`src/rtl/top_row_addr_gen.sv`:
```
// -----------------------------------------------------------------------------
// top_row_addr_gen
// Row-major address sequencer feeding the 15x5-bit row-offset multiplier.
// For each row the latched stride and the current row index are presented to
// the external multiplier; its product plus the base address becomes the row
// start address. One address per column is then emitted over a valid/ack
// handshake. Control uses the HLS block protocol (ap_start/ap_done/ap_idle).
//
// Ports:
//   ap_clk, ap_rst      clock, synchronous active-high reset
//   ap_start            start request, sampled only while idle
//   ap_done, ap_idle    one-cycle completion pulse, idle flag
//   stride/rows/cols/base  job parameters, latched at start
//   mul_din0, mul_din1  multiplier operands (stride, row index), from registers
//   mul_dout            multiplier product, combinational, 16-bit truncated
//   addr_out, addr_vld  generated address and its valid flag
//   addr_ack            consumer accepts addr_out this cycle
// -----------------------------------------------------------------------------
module top_row_addr_gen #(
    parameter int STRIDE_W = 15,
    parameter int ROW_W    = 5,
    parameter int ADDR_W   = 16
) (
    input  logic                ap_clk,
    input  logic                ap_rst,
    input  logic                ap_start,
    output logic                ap_done,
    output logic                ap_idle,
    input  logic [STRIDE_W-1:0] stride,
    input  logic [ROW_W-1:0]    rows,
    input  logic [STRIDE_W-1:0] cols,
    input  logic [ADDR_W-1:0]   base,
    output logic [STRIDE_W-1:0] mul_din0,
    output logic [ROW_W-1:0]    mul_din1,
    input  logic [ADDR_W-1:0]   mul_dout,
    output logic [ADDR_W-1:0]   addr_out,
    output logic                addr_vld,
    input  logic                addr_ack
);

    typedef enum logic [1:0] {
        S_IDLE = 2'd0,
        S_ROW  = 2'd1,
        S_EMIT = 2'd2,
        S_DONE = 2'd3
    } state_t;

    state_t              state_r;
    logic [STRIDE_W-1:0] stride_r;
    logic [ROW_W-1:0]    rows_r;
    logic [STRIDE_W-1:0] cols_r;
    logic [ADDR_W-1:0]   base_r;
    logic [ROW_W-1:0]    row_r;
    logic [STRIDE_W-1:0] col_r;
    logic [ADDR_W-1:0]   addr_out_r;
    logic                addr_vld_r;
    logic                ap_done_r;
    logic                ap_idle_r;

    // Multiplier operands come straight from the job registers in every state.
    assign mul_din0 = stride_r;
    assign mul_din1 = row_r;

    assign addr_out = addr_out_r;
    assign addr_vld = addr_vld_r;
    assign ap_done  = ap_done_r;
    assign ap_idle  = ap_idle_r;

    // Job FSM with registered handshake and control outputs.
    always_ff @(posedge ap_clk) begin
        if (ap_rst) begin
            state_r    <= S_IDLE;
            stride_r   <= STRIDE_W'(0);
            rows_r     <= ROW_W'(0);
            cols_r     <= STRIDE_W'(0);
            base_r     <= ADDR_W'(0);
            row_r      <= ROW_W'(0);
            col_r      <= STRIDE_W'(0);
            addr_out_r <= ADDR_W'(0);
            addr_vld_r <= 1'b0;
            ap_done_r  <= 1'b0;
            ap_idle_r  <= 1'b1;
        end else begin
            case (state_r)
                S_IDLE: begin
                    ap_done_r <= 1'b0;
                    if (ap_start) begin
                        stride_r  <= stride;
                        rows_r    <= rows;
                        cols_r    <= cols;
                        base_r    <= base;
                        row_r     <= ROW_W'(0);
                        col_r     <= STRIDE_W'(0);
                        ap_idle_r <= 1'b0;
                        // An empty job finishes without ever touching the multiplier.
                        if ((rows == ROW_W'(0)) || (cols == STRIDE_W'(0))) begin
                            state_r   <= S_DONE;
                            ap_done_r <= 1'b1;
                        end else begin
                            state_r <= S_ROW;
                        end
                    end else begin
                        ap_idle_r <= 1'b1;
                    end
                end

                S_ROW: begin
                    // addr_out_r doubles as the running row_base + col value:
                    // loaded with the row start here, then stepped by one per
                    // accepted column, so it only ever changes on an accept.
                    addr_out_r <= base_r + mul_dout;
                    col_r      <= STRIDE_W'(0);
                    addr_vld_r <= 1'b1;
                    state_r    <= S_EMIT;
                end

                S_EMIT: begin
                    if (addr_ack) begin
                        if (col_r != (cols_r - STRIDE_W'(1))) begin
                            col_r      <= col_r + STRIDE_W'(1);
                            addr_out_r <= addr_out_r + ADDR_W'(1);
                        end else begin
                            addr_vld_r <= 1'b0;
                            addr_out_r <= ADDR_W'(0);
                            if (row_r != (rows_r - ROW_W'(1))) begin
                                row_r   <= row_r + ROW_W'(1);
                                state_r <= S_ROW;
                            end else begin
                                ap_done_r <= 1'b1;
                                state_r   <= S_DONE;
                            end
                        end
                    end else begin
                        state_r <= S_EMIT;
                    end
                end

                S_DONE: begin
                    ap_done_r <= 1'b0;
                    ap_idle_r <= 1'b1;
                    state_r   <= S_IDLE;
                end

                default: begin
                    state_r    <= S_IDLE;
                    addr_vld_r <= 1'b0;
                    ap_done_r  <= 1'b0;
                    ap_idle_r  <= 1'b1;
                end
            endcase
        end
    end

endmodule

```
`config.mk`:
```
export PLATFORM = sky130hd
export DESIGN_NAME = top_row_addr_gen
export DESIGN_NICKNAME = d
export VERILOG_FILES = /design/src/rtl/top_row_addr_gen.sv
export SDC_FILE = /design/constraint.sdc
export NUM_CORES = 1
export LEC_CHECK = 0
export ABC_AREA = 1
export ABC_CLOCK_PERIOD_IN_PS = 5650
export CAP_MARGIN = 20
export CORE_MARGIN = 4
export CORE_UTILIZATION = 57
export DETAILED_ROUTE_END_ITERATION = 10
export GPL_TIMING_DRIVEN = 0
export PLACE_DENSITY = 0.93
export SYNTH_ARGS = -nofsm -noshare
export SYNTH_HDL_FRONTEND = slang
export SYNTH_SLANG_ARGS = --single-unit
```
`constraint.sdc`:
```
create_clock -name ap_clk -period 5.65 [get_ports ap_clk]
set_clock_uncertainty 0.1 [all_clocks]
set_input_delay 1.13 -clock ap_clk [delete_from_list [all_inputs] [get_ports ap_clk]]
set_output_delay 1.13 -clock ap_clk [all_outputs]
set_load 0.02 [all_outputs]
```
==> results.yml <==
timing:
  max_freq_mhz: 315.6
  rsz0062_at_grt: "no"
  finalHoldViolCount: 0
  slew_viol_final: 0
  fin_crit_ps: 3169
  period_share_pct: 56.09
  relSlewSlack_pct: 53.68
  hold_slack_ps: 386.3
  setup_viol: 0
  worst_pin_slew_ps: 687.6
  tns_ps: 0
global_routing:
  grt_pass1_wl_um: 27320
  antenna_found_initial: 0
  grt_pass1_vias: 6019
  grt_max_degree: 17
  grt_usage_pct: 28.61
  grt_overflow: 0
detailed_routing:
  drt_wl_total_um: 16980
  drcViolationCount: 0
  antenna_left: 0
  vias_per_cell: 5.488
  drt_iter0_markers: 429
  num_vias: 6383
  drt_first_pass_iters: 7
  wl_per_cell_um: 14.60
synth:
  ys_seq_area_share_pct: 31.19
  synth_flop_cell: "dfxtp_1"
  syn_area_sq_mm: 0.005904
  ys_async_sr_fraction_pct: 0
  ys_ff_latch: 92
  synth.top_cell.area_share_pct: 31.19
  synthTopCellsByArea: "dfxtp_1, nand2_1, nor2_1, o21ai_0, a21oi_1"
  synth-edff-count: 0
  syn_inst: 905
  synthesis.nets: 1003
  avgSynthCellArea_sq_um: 6.524
  yosys.area.top_type: "dfxtp_1"
  ys_types: 35
  yosysWarnings: 0
cts:
  clkLatencyLatePin_ps: 390
  postCtsSetupRepairBufs: 0
  cts.path.max_buffers: 2
  cts_tree: "done"
  post_cts_resized: 0
  cts_buffers: 9
  path_clk_slew_ps: 100
  h-tree-depth: 3
  cts_sinks: 92
  cts_hold_buf: 0
  cts-root-buf: "clkbuf_8"
floorplanning:
  die_area_sq_mm: 0.01205
  core-area_sq_mm: 0.009910
  dieWidth_um: 109.8
  rows: 36
  start_util_pct: 59.58
  io_pins: 110
  dieHeight_um: 109.8
finish:
  nets: 1123
  layout-drive-gt1-share_pct: 4.757
  area_growth_pct: 25.47
  final_cell_mix: "nand2_1, nor2_1, clkdlybuf4s50_1"
  final_cells: 1163
  final_common_cell: "nand2_1"
  fillers: 790
  diodes: 0
worst_setup_path:
  critical_path_class: "in -> reg"
  crit_path_start_kind: "primary input"
  crit_fanout: 5
  cp.arrival_ps: 3400
  required_ps: 5890
  cp-end-kind: "register"
place:
  port-buffer-count: 109
  dpl.hpwl_um: 13110
  place.gp.congestion: 0.9268
  dp_cells: 1147
power_and_ir_drop:
  ir_drop_mv: 0.2703
  p_leak_uw: 0.003108
  power_density_mw_per_mm2: 477.2
  power_uw: 3535
flow_run:
  cap_violations: 0
outcome:
  status: "completed"
worst_hold_path:
  min_path_type: "reg -> reg"
==> cells in the mapped netlist (all sizes together), types with 4 or more instances <==
cell and count:
nor2 154, o21ai 92, nand4 17, nand2 180
xor2 28, dfxtp 92, inv 81, nor4 6
a21oi 76, xnor2 13, ha 26, nor3 23
o21ba 4, nand3 61, clkbuf 29
==> critical path: stages <==
cell,delay (ps)
clkdlybuf4s50_1,460
ha_1,380
a21oi_1,180
o21ai_0,180
nand3_1,110
nand3_1,160
a21oi_1,220
xor2_1,260
nand2_1,100
nand3_1,120
nand2_1,70
inv_1,50
==> power breakdown <==
group	switching (uW)	internal (uW)	leakage, uW
Sequential	192	834	0.000757
Combinational	1220	737	0.00223
Clock	253	299	0.000123
==> layer usage <==
layer	part of all wire (%)	vias to the layer above	GRT usage [%]
met2	47	223	48.95
li1	-	3211	-
met3	8.6	39	9.102
met5	0	-	0
met4	1.9	0	7.925
met1	42	2910	34.48
==> final cells by class <==
cell class / count / area, sq um / share of cell area [%]
Multi-Input combinational cell: 698 / 3608 / 48.71
Tap cell: 133 / 166.4 / 2.246
Clock buffer: 10 / 127.6 / 1.723
Inverter: 83 / 311.5 / 4.205
Buffer: 32 / 142.6 / 1.925
Sequential cell: 92 / 1842 / 24.86
Clock inverter: 6 / 118.9 / 1.604
Timing Repair Buffer: 109 / 1091 / 14.73
==> logic make-up after synthesis <==
family / synth area share, %
buffers and inverters: 7.692
AO/OA/AOI/OAI: 16.06
adder cells (fa/ha/maj): 5.849
AND/OR/NAND/NOR: 32.99
XOR/XNOR: 6.209
flip-flops: 31.19
==> state kept, by name, summed over array words and instances, names as in the netlist <==
name and flops:
ap_done 1, ap_idle 1, col_r 15, addr_out 16
addr_vld 1, mul_din0 15, rows_r 5, state_r 2
base_r 16, mul_din1 5, cols_r 15
==> per-stage QoR <==
step	utilization [%]	setup WS, ps	instance area (sq um)
final	74.76	2481	7408
after global routing	74.76	2342	7408
after CTS	74.76	2521	7408
after detailed placement	72.27	2156	7162
after global placement	72.27	2204	7162
after floorplan	-	2833	5904
==> worst paths after layout <==
check	startpoint	end	slack (ps)	depth (start not counted)
hold / removal	addr_vld$_SDFFE_PP0P_	addr_vld$_SDFFE_PP0P_	390	2
setup reg to reg	state_r[0]$_SDFFE_PP0P_	addr_out[15]$_SDFFE_PP0P_	2990	11
setup / recovery	mul_dout[2]	addr_out[15]$_SDFFE_PP0P_	2480	12
hold reg to reg	addr_vld$_SDFFE_PP0P_	addr_vld$_SDFFE_PP0P_	390	2
(Power assumes the default switching activity.)
